### src/rtl/multicycle_ctrl_fsm_if.sv
`default_nettype none
// ----------------------------------------------------------------------
// multicycle_ctrl_fsm_if - instruction/data memory handshake bundle
// Rev 1.0
// ----------------------------------------------------------------------
interface multicycle_ctrl_fsm_if;
  logic [31:0] instr;
  logic        imem_ready;
  logic        imem_req;
  logic        dmem_ready;
  logic        dmem_req;
  logic        dmem_we;

  modport master (
    input  instr, imem_ready, dmem_ready,
    output imem_req, dmem_req, dmem_we
  );

  modport slave (
    output instr, imem_ready, dmem_ready,
    input  imem_req, dmem_req, dmem_we
  );
endinterface
`default_nettype wire

### src/rtl/multicycle_ctrl_fsm.sv
`default_nettype none
// ----------------------------------------------------------------------
// multicycle_ctrl_fsm - FETCH/DECODE/EXEC/MEM/WB sequencer, RV32I subset
// Rev 1.0
// ----------------------------------------------------------------------
module multicycle_ctrl_fsm #(
  parameter int TIMEOUT = 16,
  parameter int CNT_W   = 32
) (
  input  wire                    clk,
  input  wire                    reset,
  multicycle_ctrl_fsm_if.master  mem,
  input  wire                    alu_zero,
  output logic                   ir_write,
  output logic                   alu_src,
  output logic [3:0]             alu_ctrl,
  output logic                   mem_to_reg,
  output logic                   reg_write,
  output logic                   pc_write,
  output logic                   pc_sel,
  output logic                   halted,
  output logic                   illegal_instr,
  output logic                   bus_error,
  output logic [2:0]             state,
  output logic [CNT_W-1:0]       retired
);

  typedef enum logic [2:0] {
    S_FETCH  = 3'd0,
    S_DECODE = 3'd1,
    S_EXEC   = 3'd2,
    S_MEM    = 3'd3,
    S_WB     = 3'd4,
    S_HALT   = 3'd5
  } state_e;

  localparam logic [6:0] c_op_r     = 7'b0110011;
  localparam logic [6:0] c_op_i     = 7'b0010011;
  localparam logic [6:0] c_op_load  = 7'b0000011;
  localparam logic [6:0] c_op_store = 7'b0100011;
  localparam logic [6:0] c_op_br    = 7'b1100011;

  localparam logic [3:0] c_alu_add = 4'b0000;
  localparam logic [3:0] c_alu_sub = 4'b0001;
  localparam logic [3:0] c_alu_and = 4'b0010;
  localparam logic [3:0] c_alu_or  = 4'b0011;
  localparam logic [3:0] c_alu_xor = 4'b0100;
  localparam logic [3:0] c_alu_slt = 4'b0101;
  localparam logic [3:0] c_alu_sll = 4'b0110;
  localparam logic [3:0] c_alu_srl = 4'b0111;

  localparam logic [7:0] c_wait_lim = 8'(TIMEOUT - 1);

  state_e           state_q, state_d;
  logic [6:0]       opcode_q, opcode_d;
  logic [2:0]       funct3_q, funct3_d;
  logic             bit30_q, bit30_d;
  logic [7:0]       wait_q, wait_d;
  logic [CNT_W-1:0] retired_q, retired_d;
  logic             illegal_q, illegal_d;
  logic             bus_err_q, bus_err_d;

  logic       is_r, is_i, is_lw, is_sw, is_br, legal, retire;
  logic [3:0] alu_op;

  assign is_r  = (opcode_q == c_op_r);
  assign is_i  = (opcode_q == c_op_i);
  assign is_lw = (opcode_q == c_op_load);
  assign is_sw = (opcode_q == c_op_store);
  assign is_br = (opcode_q == c_op_br);

  // funct3=011 (SLTU) has no ALU encoding, so it is rejected for R/I
  assign legal = ((is_r || is_i) && (funct3_q != 3'b011)) ||
                 ((is_lw || is_sw) && (funct3_q == 3'b010)) ||
                 (is_br && (funct3_q[2:1] == 2'b00));

  always_comb begin
    alu_op = c_alu_add;
    case (funct3_q)
      3'b000:  alu_op = (is_r && bit30_q) ? c_alu_sub : c_alu_add;
      3'b001:  alu_op = c_alu_sll;
      3'b010:  alu_op = c_alu_slt;
      3'b100:  alu_op = c_alu_xor;
      3'b101:  alu_op = c_alu_srl;
      3'b110:  alu_op = c_alu_or;
      3'b111:  alu_op = c_alu_and;
      default: alu_op = c_alu_add;
    endcase
  end

  always_comb begin
    state_d      = state_q;
    opcode_d     = opcode_q;
    funct3_d     = funct3_q;
    bit30_d      = bit30_q;
    wait_d       = '0;
    illegal_d    = illegal_q;
    bus_err_d    = bus_err_q;
    retire       = 1'b0;
    mem.imem_req = 1'b0;
    mem.dmem_req = 1'b0;
    mem.dmem_we  = 1'b0;
    ir_write     = 1'b0;
    alu_src      = 1'b0;
    alu_ctrl     = c_alu_add;
    mem_to_reg   = 1'b0;
    reg_write    = 1'b0;
    pc_write     = 1'b0;
    pc_sel       = 1'b0;
    halted       = 1'b0;

    case (state_q)
      S_FETCH: begin
        mem.imem_req = 1'b1;
        if (mem.imem_ready) begin
          ir_write = 1'b1;
          opcode_d = mem.instr[6:0];
          funct3_d = mem.instr[14:12];
          bit30_d  = mem.instr[30];
          state_d  = S_DECODE;
        end else if (wait_q == c_wait_lim) begin
          bus_err_d = 1'b1;
          state_d   = S_HALT;
        end else begin
          wait_d = wait_q + 8'd1;
        end
      end
      S_DECODE: begin
        if (legal) begin
          state_d = S_EXEC;
        end else begin
          illegal_d = 1'b1;
          state_d   = S_HALT;
        end
      end
      S_EXEC: begin
        alu_src  = is_i || is_lw || is_sw;
        alu_ctrl = is_br ? c_alu_sub : ((is_lw || is_sw) ? c_alu_add : alu_op);
        if (is_br) begin
          pc_write = 1'b1;
          pc_sel   = funct3_q[0] ? !alu_zero : alu_zero;
          retire   = 1'b1;
          state_d  = S_FETCH;
        end else if (is_lw || is_sw) begin
          state_d = S_MEM;
        end else begin
          state_d = S_WB;
        end
      end
      S_MEM: begin
        mem.dmem_req = 1'b1;
        mem.dmem_we  = is_sw;
        alu_src      = 1'b1;
        alu_ctrl     = c_alu_add;
        if (mem.dmem_ready) begin
          if (is_sw) begin
            pc_write = 1'b1;
            retire   = 1'b1;
            state_d  = S_FETCH;
          end else begin
            state_d = S_WB;
          end
        end else if (wait_q == c_wait_lim) begin
          bus_err_d = 1'b1;
          state_d   = S_HALT;
        end else begin
          wait_d = wait_q + 8'd1;
        end
      end
      S_WB: begin
        reg_write  = 1'b1;
        mem_to_reg = is_lw;
        pc_write   = 1'b1;
        retire     = 1'b1;
        state_d    = S_FETCH;
      end
      S_HALT: begin
        halted = 1'b1;
      end
      default: begin
        state_d = S_HALT;
      end
    endcase

    retired_d = retire ? (retired_q + CNT_W'(1)) : retired_q;

    // Control strobes are held low for the whole time reset is asserted
    if (!reset) begin
      mem.imem_req = 1'b0;
      mem.dmem_req = 1'b0;
      mem.dmem_we  = 1'b0;
      ir_write     = 1'b0;
      alu_src      = 1'b0;
      alu_ctrl     = c_alu_add;
      mem_to_reg   = 1'b0;
      reg_write    = 1'b0;
      pc_write     = 1'b0;
      pc_sel       = 1'b0;
      halted       = 1'b0;
    end
  end

  always_ff @(posedge clk) begin
    if (!reset) begin
      state_q   <= S_FETCH;
      opcode_q  <= '0;
      funct3_q  <= '0;
      bit30_q   <= 1'b0;
      wait_q    <= '0;
      retired_q <= '0;
      illegal_q <= 1'b0;
      bus_err_q <= 1'b0;
    end else begin
      state_q   <= state_d;
      opcode_q  <= opcode_d;
      funct3_q  <= funct3_d;
      bit30_q   <= bit30_d;
      wait_q    <= wait_d;
      retired_q <= retired_d;
      illegal_q <= illegal_d;
      bus_err_q <= bus_err_d;
    end
  end

  assign state         = state_q;
  assign retired       = retired_q;
  assign illegal_instr = illegal_q;
  assign bus_error     = bus_err_q;

endmodule
`default_nettype wire

### src/flat_wrapper.sv
// flat-port wrapper written by rule: the top's interface ports become plain ports
module multicycle_ctrl_fsm_flat 
#(
  parameter int TIMEOUT = 16,
  parameter int CNT_W   = 32
)
  (clk, reset, alu_zero, ir_write, alu_src, alu_ctrl, mem_to_reg, reg_write, pc_write, pc_sel, halted, illegal_instr, bus_error, state, retired, mem_instr, mem_imem_ready, mem_dmem_ready, mem_imem_req, mem_dmem_req, mem_dmem_we);
  multicycle_ctrl_fsm_if mem_i ();
  input  wire clk;
  input  wire reset;
  input  wire alu_zero;
  output logic ir_write;
  output logic alu_src;
  output logic [3:0] alu_ctrl;
  output logic mem_to_reg;
  output logic reg_write;
  output logic pc_write;
  output logic pc_sel;
  output logic halted;
  output logic illegal_instr;
  output logic bus_error;
  output logic [2:0] state;
  output logic [CNT_W-1:0] retired;
  input wire logic [$bits(mem_i.instr)-1:0] mem_instr;
  input wire logic [$bits(mem_i.imem_ready)-1:0] mem_imem_ready;
  input wire logic [$bits(mem_i.dmem_ready)-1:0] mem_dmem_ready;
  output wire logic [$bits(mem_i.imem_req)-1:0] mem_imem_req;
  output wire logic [$bits(mem_i.dmem_req)-1:0] mem_dmem_req;
  output wire logic [$bits(mem_i.dmem_we)-1:0] mem_dmem_we;
  assign mem_i.instr = mem_instr;
  assign mem_i.imem_ready = mem_imem_ready;
  assign mem_i.dmem_ready = mem_dmem_ready;
  assign mem_imem_req = mem_i.imem_req;
  assign mem_dmem_req = mem_i.dmem_req;
  assign mem_dmem_we = mem_i.dmem_we;
  multicycle_ctrl_fsm #(.TIMEOUT(TIMEOUT), .CNT_W(CNT_W)) u_core (.clk(clk), .reset(reset), .mem(mem_i), .alu_zero(alu_zero), .ir_write(ir_write), .alu_src(alu_src), .alu_ctrl(alu_ctrl), .mem_to_reg(mem_to_reg), .reg_write(reg_write), .pc_write(pc_write), .pc_sel(pc_sel), .halted(halted), .illegal_instr(illegal_instr), .bus_error(bus_error), .state(state), .retired(retired));
endmodule
### config.mk
export PLATFORM = sky130hd
export DESIGN_NAME = multicycle_ctrl_fsm_flat
export DESIGN_NICKNAME = d
export VERILOG_FILES = /design/src/rtl/multicycle_ctrl_fsm_if.sv /design/src/rtl/multicycle_ctrl_fsm.sv /design/src/flat_wrapper.sv
export SDC_FILE = /design/constraint.sdc
export NUM_CORES = 1
export LEC_CHECK = 0
export BUFFER_PORTS_ARGS = -buffer_cell sky130_fd_sc_hd__buf_2
export CAP_MARGIN = 20
export CORE_MARGIN = 2
export CORE_UTILIZATION = 47
export DETAILED_ROUTE_END_ITERATION = 12
export PLACE_DENSITY_LB_ADDON = 0.1
export SYNTH_ARGS = -nofsm -noshare
export SYNTH_HDL_FRONTEND = slang
export SYNTH_SLANG_ARGS = --single-unit
### constraint.sdc
create_clock -name clk -period 2.2 [get_ports clk]
set_clock_uncertainty 0.15 [all_clocks]
set_input_delay 0.11 -clock clk [delete_from_list [all_inputs] [get_ports clk]]
set_output_delay 0.11 -clock clk [all_outputs]
set_load 0.005 [all_outputs]
==> results of run 1 <==
==> synth_stat cells (2+ instances only) <==
cell type,number,area [um^2]
o21ai_0,9,45.0
a32oi_1,2,17.5
a31oi_1,2,12.5
o211ai_1,2,15.0
or4_1,3,22.5
mux2i_1,7,70.1
a21o_1,2,15.0
o21a_1,4,30.0
nor2_1,44,165
nand3b_1,3,22.5
clkbuf_1,15,56.3
buf_4,2,15.0
buf_6,2,22.5
ha_1,2,25.0
dfxtp_1,56,1120
and3_1,11,68.8
nor2b_1,3,18.8
a211oi_1,2,15.0
nand3_1,15,75.1
nand4_1,7,43.8
nor3_1,5,25.0
a2111oi_1,6,60.1
and4_1,5,43.8
xor2_1,4,35.0
a2111oi_4,4,110
xnor2_1,21,184
a21oi_1,27,135
buf_1,2,7.51
nand2b_1,13,81.3
inv_1,8,30.0
nor3b_1,2,15.0
or3_1,5,31.3
or2_2,3,18.8
nand2_1,54,203
nor4_1,8,50.1
==> per-stage QoR <==
step	total power [uW]	hold WS [ns]	cell area, um^2	TNS [ns]	worst slack, ns
after global routing	1930	0.0662	3860	-0.261	-0.0853
after CTS	1860	0.0426	3810	0	0.00934
after detailed placement	1270	0.207	3600	-0.0433	-0.0433
after floorplan	1200	0.0960	3070	0	0.0659
after global placement	1270	0.200	3600	0	0.0531
final	1850	0.0381	3860	0	0.0718
==> flip-flops by register name (all words and copies together), names as in the netlist <==
signal                count
u_core.opcode_q           7
u_core.state              3
u_core.bus_error          1
u_core.illegal_instr      1
u_core.retired           32
u_core.funct3_q           3
u_core.bit30_q            1
u_core.wait_q             8
==> final cells by class <==
type	instances	area (um^2)
Multi-Input combinational cell	290	1840
Sequential cell	56	1130
Inverter	9	33.8
Timing Repair Buffer	106	673
Clock buffer	5	68.8
Clock inverter	3	23.8
Tap cell	77	96.3
Fill cell	588	2450
==> timing repair <==
item,in CTS,in global routing
endpoints found under the setup margin,2,24
hold endpoints to repair,11,0
hold buffers,11,0
pin swaps,0,7
resized for setup,2,9
setup buffers,0,3
==> path summary, 6_finish.rpt <==
path                   startpoint                 end  depth (start not counted)
hold / removal              reset     u_core.state[0]                          2
hold reg to reg    u_core.bit30_q      u_core.bit30_q                          2
setup reg to reg  u_core.state[2]  u_core.retired[19]                          5
setup / recovery  u_core.state[2]  u_core.retired[19]                          5
==> cell families after synthesis <==
| family | Yosys count |
|---|---|
| AOI/OAI and AO/OA | 69 |
| muxes | 7 |
| other | 1 |
| xor gates and xnor gates | 25 |
| DFF | 56 |
| buffers and inverters | 30 |
| and+or+nand+nor | 186 |
| adders and majority gates | 2 |
==> power by group <==
part	total, uW	internal, uW	switching [uW]	leakage [uW]
clock	587	226	360	0.0000404
sequential	1050	1030	21.0	0.000455
combinational	212	96.9	115	0.00103
total	1850	1360	496	0.00152
==> layer usage <==
layer | wire [um] | vias to the layer above | GRT usage (%)
met1 | 3530 | 1368 | 26.5
li1 | - | 1518 | -
met2 | 3560 | 66 | 34.9
met3 | 289 | 6 | 3.64
met5 | 0 | - | 0
met4 | 73 | 0 | 5.92
==> critical path: cells and delay by family, from the launching register on <==
kind             cells  cell delay (ns)
AND/OR/NAND/NOR      3             0.87
AO/OA/AOI/OAI        1             0.51
flip-flops           1             0.32
XOR/XNOR             1             0.17
==> cells in the final DEF (no fill, tap or decap), types with 11 or more instances in the layout <==
| cell | netlist | routed |
|---|---|---|
| nand2b_1 | 13 | 13 |
| nor2_1 | 44 | 43 |
| a21oi_1 | 27 | 27 |
| and3_1 | 11 | 11 |
| nand3_1 | 15 | 15 |
| nand2_1 | 54 | 53 |
| dlygate4sd3_1 | 0 | 11 |
| dfxtp_1 | 56 | 54 |
| buf_4 | 2 | 29 |
| buf_2 | 0 | 65 |
| xnor2_1 | 21 | 21 |
==> qor.csv, run 1 <==
stage;metric;value;unit
finish;layout-drive-gt1-share;26.0;%
drt;wire_per_inst;13.6;um
drt;drtIter0Drc;110;
synthesis;synth_edf_count;0;
cts;cts_tree;yes;
global_route;antenna_found_initial;0;
run;drv_cap;0;
drt;num_vias;2958;
drt;firstDrtPassIters;4;
synthesis;yosysUniqueCellTypes;51;
global_route;grt_pass1_wl;12200;um
cts;cts-root-buf;clkbuf_8;
pwr;pwr_density_cell;479;nW/um^2
cts;cts_num_sinks;56;
worst_setup_path;end_kind;flop;
synthesis;synth_ff_type;dfxtp_1;
floorplanning;rows;29;
cts;numCtsBuffers;5;
worst_setup_path;crit_required;2.26;ns
timing;min_period_over_period;96.7;%
floorplanning;initial_core_util;48.6;%
synthesis;avgSynthCellArea;8.16;um^2
floorplanning;die_w;84.8;um
synthesis;synth_top_family_by_area;simple AND/OR/NAND/NOR gates;
timing;finalHoldViolations;0;
drt;drc;0;
synthesis;synth_warnings;0;
finish;final_core_util;61.2;%
cts;clock_latency;0.32;ns
placed_design;gp_congestion;0.828;
timing;drv_slew;0;
floorplanning;ios;88;
pwr;power_leakage;0.00152;uW
synthesis;synth_simple_gate_area_share;31.1;%
synthesis;synth.area.mux_share;2.28;%
drt;viasPerCell;5.42;
synthesis;ys_ff_latch;56;
worst_setup_path;path_class;flop to flop;
pwr;irDropWorstVdd;257;uV
timing;fmaxAchievable;0.470;GHz
worst_setup_path;critPathSlowestCell;or4_4;
worst_setup_path;max_stage_delay;0.63;ns
synthesis;syn_inst;376;
worst_setup_path;critPathArrivalTime;2.19;ns
finish;diodes;0;
synthesis;async_reset_ff_share;0;%
synthesis;synth_xor_area_share;7.14;%
cts;h-tree-depth;2;
global_route;grt_pass1_vias;2658;
worst_setup_path;ff2ff_setup_slack;0.07;ns
timing;rsz0062_at_grt;true;
synthesis;yosysSeqAreaShare;36.6;%
finish;finalNonFillerCells;546;
placed_design;dp_hpwl;5290;um
floorplanning;die_area;7190;um^2
floorplanning;die_h;84.8;um
cts;clk_pin_slew;0.10;ns
finish;areaGrowthSynthToFinish;26.0;%
global_route;grt_max_degree;29;
synthesis;netlist_area;3070;um^2
floorplanning;core;6310;um^2
timing;setup_viol;0;
worst_setup_path;crit_fanout;8;
synthesis;synth-adder-area-share;0.816;%
drt;postRouteAntennaNets;0;
timing;period_minus_slack;2.13;ns
placed_design;dp_cells;524;
cts;clockBufferDepth;2;
worst_setup_path;startpoint_type;flop;
worst_setup_path;path_cells;nand4b_1, or4_4, a2111oi_1, xnor2_1, nor2_1;
drt;routed_wl;7450;um
finish;finalNetCount;507;
global_route;gr-total-overflow;0;
global_route;grtUsageTotal;20.4;%
placed_design;io_buffers;65;
status;status;finished, final reports clean;
synthesis;synth_compound_area_share;17.6;%
synthesis;syn-num-nets;415;
min_path;hp-class;input port to flop;
Note: power is estimated with default switching activity, not from simulation.
==> run 2, diff against run 1 <==
--- a/config.mk
+++ b/config.mk
@@ -10,7 +10,9 @@
 export CORE_MARGIN = 2
 export CORE_UTILIZATION = 47
 export DETAILED_ROUTE_END_ITERATION = 12
+export GPL_TIMING_DRIVEN = 0
 export PLACE_DENSITY_LB_ADDON = 0.1
+export RECOVER_POWER = 25
 export SYNTH_ARGS = -nofsm -noshare
 export SYNTH_HDL_FRONTEND = slang
 export SYNTH_SLANG_ARGS = --single-unit
==> run 2 against run 1 <==
The run now ends with setup timing left. Critical endpoint is now u_core.retired[20]. Sequential share of layout area fell by 0.61 points. Clock power rose by 16%. Largest power group unchanged. Combinational power is 5% higher. Power grew 5.9%.
==> qor.csv, run 2 (synthesis gave the netlist of run 1 again) <==
stage;metric;value;unit;change
cts;numCtsBuffers;5;;unchanged
run;drv_cap;0;;unchanged
floorplanning;ios;88;;unchanged
worst_setup_path;max_stage_delay;0.67;ns;was 0.63 ns
finish;final_common_cell;buf_2;;unchanged
floorplanning;die_area;7190;um^2;unchanged
finish;layout_common_cells;buf_2 (60), nand2_1 (52), dfxtp_1 (51);;was buf_2 (65), dfxtp_1 (54), nand2_1 (53)
cts;cts-root-buf;clkbuf_8;;unchanged
drt;num_vias;2987;;was 2958
drt;wire_per_inst;14.6;um;was 13.6 um
cts;cts_num_sinks;56;;unchanged
placed_design;dp_hpwl;5480;um;was 5290 um
timing;tightest_slew;0.579;ns;
finish;finalNetCount;505;;was 507
drt;viasPerCell;5.49;;was 5.42
placed_design;io_buffers;65;;unchanged
drt;postRouteAntennaNets;0;;unchanged
worst_setup_path;critPathSlowestCell;or4_4;;unchanged
finish;layout-drive-gt1-share;26.6;%;was 26.0%
pwr;irDropWorstVdd;306;uV;was 257 uV
finish;diodes;0;;unchanged
global_route;grt_pass1_vias;2673;;was 2658
cts;h-tree-depth;2;;unchanged
min_path;hp-class;input port to flop;;unchanged
drt;top_layer;met4;;unchanged
drt;dr_wl_met2;3930;um;was 3560 um
timing;finalHoldViolations;0;;unchanged
floorplanning;initial_core_util;48.6;%;unchanged
global_route;grt_max_degree;17;;was 29
drt;routed_wl;7950;um;was 7450 um
worst_setup_path;path_buf_inv;1;;was 0
finish;areaGrowthSynthToFinish;29.1;%;was 26.0%
floorplanning;rows;29;;unchanged
drt;wl_met1;3550;um;was 3530 um
timing;period_minus_slack;2.23;ns;was 2.13 ns
drt;route.met3.wl;381;um;was 289 um
placed_design;gp_congestion;0.867;;was 0.828
timing;fin_ws;-0.0292;ns;was 0.0718 ns
global_route;grtUsageTotal;21.8;%;was 20.4%
timing;drv_slew;0;;unchanged
cts;clk_pin_slew;0.10;ns;about the same
pwr;pwr_density_cell;496;nW/um^2;was 479 nW/um^2
worst_setup_path;path_class;flop to flop;;unchanged
worst_setup_path;end_kind;flop;;unchanged
drt;drtIter0Drc;145;;was 110
worst_setup_path;path_delay_family;simple AND/OR/NAND/NOR gates;;unchanged
worst_setup_path;crit_fanout;8;;unchanged
timing;rsz0062_at_grt;true;;unchanged
cts;clockBufferDepth;2;;unchanged
floorplanning;core;6310;um^2;unchanged
status;failed_checks;setup timing;;
global_route;antenna_found_initial;0;;unchanged
timing;min_period_over_period;101;%;was 96.7%
worst_setup_path;startpoint_type;flop;;unchanged
timing;fmaxAchievable;0.449;GHz;was 0.470 GHz
finish;nFillCells;607;;was 588
finish;final_core_util;62.7;%;was 61.2%
pwr;power_leakage;0.00151;uW;was 0.00152 uW
status;status;finished with violations;;was finished, final reports clean
cts;cts_tree;yes;;unchanged
worst_setup_path;critPathArrivalTime;2.27;ns;was 2.19 ns
worst_setup_path;crit_required;2.24;ns;was 2.26 ns
global_route;gr-total-overflow;0;;unchanged
cts;clock_latency;0.31;ns;was 0.32 ns
timing;setup_viol;3;;was 0
finish;largest_register_ffs;32;;unchanged
timing;relSlewSlack;61.4;%;
floorplanning;die_h;84.8;um;unchanged
drt;drc;0;;unchanged
drt;firstDrtPassIters;4;;unchanged
global_route;grt_pass1_wl;12800;um;was 12200 um
worst_setup_path;path_cells;nand4b_1, or4_4, buf_12, a2111oi_4, xnor2_1, nor2_1;;was nand4b_1, or4_4, a2111oi_1, xnor2_1, nor2_1
timing;holdWs;0.0854;ns;was 0.0381 ns
timing;tns;-0.0552;ns;was 0 ns
floorplanning;die_w;84.8;um;unchanged
==> run 2: cell count changes in the layout (fill, tap and decap cells not counted), sizes merged <==
cell,change
clkbuf,+21
clkinvlp,-2
bufinv,+1
buf,-22
==> run 2: metrics by stage <==
stage	cell area, um^2	total power (uW)	cells	setup WS [ns]
after floorplan	3070	1200	376	0.0659
after global placement	3490	1260	518	-0.362
after detailed placement	3490	1260	518	-0.333
after CTS	3740	1950	537	-0.00430
after global routing	3960	2050	544	-0.0951
final	3960	1960	544	-0.0292
==> run 2: timing repair <==
action | 4_1_cts | 5_1_grt
hold endpoints to repair | 11 | 0
gates cloned | 0 | 1
setup endpoints to repair | 35 | 48
hold buffers | 11 | 0
pin swaps | 6 | 7
buffers inserted | 1 | 8
gates resized for setup | 11 | 36
==> run 2: final timing paths <==
path,start,end,slack [ns],cells past startpoint
min reg2reg,u_core.wait_q[0],u_core.wait_q[0],0.30,1
max,u_core.state[2],u_core.retired[20],-0.03,6
min,mem_imem_ready,u_core.opcode_q[4],0.09,5
max reg2reg,u_core.state[2],u_core.retired[20],-0.03,6
==> run 2: routing by layer <==
layer	track usage, %	vias up
met1	28.6	1389
met4	6.93	0
li1	-	1510
met5	0	-
met2	36.3	80
met3	4.33	8
==> run 2: tightest hold or removal path, delay by kind of cell <==
family	cells	cell delay (ns)
buf+inv	1	0.12
compound gates	1	0.05
simple gates	3	0.21
==> run 2: cell type report <==
type | instances | area [um^2] | area share [%]
Multi-Input combinational cell | 290 | 1970 | 49.7
Sequential cell | 56 | 1130 | 28.6
Timing Repair Buffer | 86 | 520 | 13.1
Buffer | 18 | 100 | 2.53
Tap cell | 77 | 96.3 | 2.43
Clock buffer | 6 | 72.6 | 1.83
Clock inverter | 2 | 35.0 | 0.885
Inverter | 9 | 33.8 | 0.853
==> run 2: report_power, final <==
| part | internal, uW | leakage (uW) | switching, uW |
|---|---|---|---|
| registers | 1030 | 0.000456 | 26.3 |
| clock network | 339 | 0.0000552 | 341 |
| logic | 99.6 | 0.000994 | 123 |
| total | 1470 | 0.00151 | 490 |
==> run 3, diff against run 2 <==
--- a/config.mk
+++ b/config.mk
@@ -5,14 +5,14 @@
 export SDC_FILE = /design/constraint.sdc
 export NUM_CORES = 1
 export LEC_CHECK = 0
-export BUFFER_PORTS_ARGS = -buffer_cell sky130_fd_sc_hd__buf_2
 export CAP_MARGIN = 20
 export CORE_MARGIN = 2
-export CORE_UTILIZATION = 47
+export CORE_UTILIZATION = 57
 export DETAILED_ROUTE_END_ITERATION = 12
+export DONT_BUFFER_PORTS = 1
 export GPL_TIMING_DRIVEN = 0
 export PLACE_DENSITY_LB_ADDON = 0.1
-export RECOVER_POWER = 25
+export SLEW_MARGIN = 10
 export SYNTH_ARGS = -nofsm -noshare
 export SYNTH_HDL_FRONTEND = slang
 export SYNTH_SLANG_ARGS = --single-unit
==> run 3 against run 2 <==
The run still ends with setup timing left. Design area is 10% lower. Via count is 5.5% lower. Final cell count is 14% lower. Sequential share of layout area is 3.2 points higher. Clock power is 14% lower. Critical path depth stayed put. Non-clock buffer count is 70 lower. Combinational power is 16% lower. Routed wire length is 6.2% lower. Power is 6.4% lower. Hold slack worse by 0.074 ns. Critical endpoint is now u_core.retired[22]. Largest cell class unchanged. Highest routed layer unchanged.
==> qor.csv, run 3 (synthesis gave the netlist of run 1 again) <==
stage;metric;value;unit;change
worst_setup_path;path_cells;nand4bb_4, or4_4, buf_12, a2111oi_4, xnor2_1, nor2_1;;was nand4b_1, or4_4, buf_12, a2111oi_4, xnor2_1, nor2_1
finish;final_core_util;69.1;%;was 62.7%
placed_design;gp_congestion;0.883;;was 0.867
worst_setup_path;max_stage_delay;0.67;ns;about the same
placed_design;io_buffers;0;;was 65
worst_setup_path;critPathArrivalTime;2.28;ns;was 2.27 ns
cts;h-tree-depth;2;;unchanged
finish;largest_register_ffs;32;;unchanged
pwr;irDropWorstVdd;284;uV;was 306 uV
timing;drv_slew;0;;unchanged
floorplanning;die_area;5980;um^2;was 7190 um^2
min_path;hp-class;input port to flop;;unchanged
timing;tightest_slew;0.518;ns;was 0.579 ns
finish;layout_common_cells;nand2_1 (52), dfxtp_1 (50), nor2_1 (42);;was buf_2 (60), nand2_1 (52), dfxtp_1 (51)
cts;numCtsBuffers;5;;unchanged
global_route;grt_pass1_vias;2638;;was 2673
timing;setup_viol;4;;was 3
placed_design;dp_hpwl;5300;um;was 5480 um
drt;wire_per_inst;16.0;um;was 14.6 um
timing;min_period_over_period;102;%;was 101%
worst_setup_path;path_class;flop to flop;;unchanged
floorplanning;core;5140;um^2;was 6310 um^2
status;status;finished with violations;;unchanged
global_route;antenna_found_initial;0;;unchanged
timing;relSlewSlack;65.5;%;was 61.4%
pwr;power_leakage;0.00115;uW;was 0.00151 uW
cts;clk_pin_slew;0.10;ns;about the same
drt;viasPerCell;6.04;;was 5.49
timing;period_minus_slack;2.24;ns;was 2.23 ns
worst_setup_path;critical_path.startpoint;u_core.opcode_q[2];;was u_core.state[2]
timing;fmaxAchievable;0.447;GHz;was 0.449 GHz
floorplanning;die_h;77.4;um;was 84.8 um
worst_setup_path;critPathSlowestCell;or4_4;;unchanged
floorplanning;rows;26;;was 29
global_route;grt_max_degree;16;;was 17
cts;cts_tree;yes;;unchanged
timing;fin_ws;-0.0350;ns;was -0.0292 ns
finish;nFillCells;458;;was 607
drt;postRouteAntennaNets;0;;unchanged
worst_setup_path;crit_required;2.25;ns;was 2.24 ns
global_route;grtUsageTotal;25.2;%;was 21.8%
floorplanning;initial_core_util;59.7;%;was 48.6%
status;failed_checks;setup timing;;unchanged
finish;multi_input_area;1950;um^2;was 1970 um^2
worst_setup_path;startpoint_type;flop;;unchanged
cts;clock_latency;0.31;ns;about the same
global_route;gr-total-overflow;0;;unchanged
worst_setup_path;crit_fanout;8;;unchanged
run;drv_cap;0;;unchanged
min_path;hp-start;mem_dmem_ready;;was mem_imem_ready
drt;drtIter0Drc;145;;unchanged
finish;final_common_cell;nand2_1;;was buf_2
finish;areaGrowthSynthToFinish;15.9;%;was 29.1%
timing;finalHoldViolations;0;;unchanged
cts;cts-root-buf;clkbuf_8;;unchanged
finish;diodes;0;;unchanged
cts;clockBufferDepth;2;;unchanged
floorplanning;die_w;77.4;um;was 84.8 um
pwr;pwr_density_cell;517;nW/um^2;was 496 nW/um^2
placed_design;place_area;3150;um^2;was 3490 um^2
worst_setup_path;end_kind;flop;;unchanged
finish;ff_latch_area;1130;um^2;about the same
drt;drc;0;;unchanged
finish;layout-drive-gt1-share;12.3;%;was 26.6%
drt;num_vias;2822;;was 2987
drt;firstDrtPassIters;4;;unchanged
worst_setup_path;regToRegStartpoint;u_core.opcode_q[2];;was u_core.state[2]
cts;cts_num_sinks;56;;unchanged
finish;fin_area;3550;um^2;was 3960 um^2
drt;routed_wl;7450;um;was 7950 um
timing;rsz0062_at_grt;true;;unchanged
global_route;grt_pass1_wl;12400;um;was 12800 um
floorplanning;ios;88;;unchanged
finish;finalNetCount;435;;was 505
## run 3: path summary, 6_finish.rpt
kind / to / slack (ns) / cells past startpoint
hold / removal: u_core.state[2] / 0.01 / 3
setup / recovery: u_core.retired[22] / -0.04 / 6
setup reg to reg: u_core.retired[22] / -0.04 / 6
hold reg to reg: u_core.wait_q[0] / 0.31 / 1
## run 3: routing by layer
metal | global-route usage (%) | share of wire [%]
met5 | 0 | 0
met4 | 9.11 | 1.8
met3 | 5.70 | 7.2
met2 | 42.5 | 48
met1 | 31.6 | 43
## run 3: through the flow
| stage | hold slack, ns | TNS, ns | setup WS [ns] | total power, uW | cells |
|---|---|---|---|---|---|
| global placement | 0.0978 | -5.27 | -0.404 | 1230 | 446 |
| finish | 0.0114 | -0.0906 | -0.0350 | 1840 | 467 |
| floorplan | 0.0960 | 0 | 0.0659 | 1200 | 376 |
| global route | 0.0361 | -0.841 | -0.107 | 1910 | 467 |
| detailed placement | 0.105 | -6.57 | -0.487 | 1240 | 446 |
| CTS | 0.00965 | -0.0641 | -0.0332 | 1830 | 468 |
## run 3: final cells by class
cell class                      instances  area share (%)
Multi-Input combinational cell        290            54.8
Sequential cell                        56            31.8
Timing Repair Buffer                   16            4.86
Buffer                                 18            2.68
Clock buffer                            8            2.54
Tap cell                               70            2.46
Inverter                                9           0.951
## run 3: worst max-delay path, delay by kind of cell (launching register included)
kind,cells,cell delay [ns]
AO/OA/AOI/OAI,1,0.31
buffers and inverters,1,0.20
XOR/XNOR,1,0.16
flip-flops,1,0.34
AND/OR/NAND/NOR,3,0.97
## run 3: what timing repair did
item | in CTS | in global routing
resized for setup | 17 | 20
hold buffers | 14 | 0
gates cloned | 0 | 1
setup buffers | 1 | 0
pin swaps | 9 | 8
setup endpoints to repair | 39 | 44
endpoints found under the hold margin | 14 | 0
## run 3: power by group
group	internal (uW)	total (uW)	leakage, uW	switching, uW
clock network	258	588	0.0000455	330
logic	77.2	187	0.000647	110
registers	1040	1060	0.000456	27.3
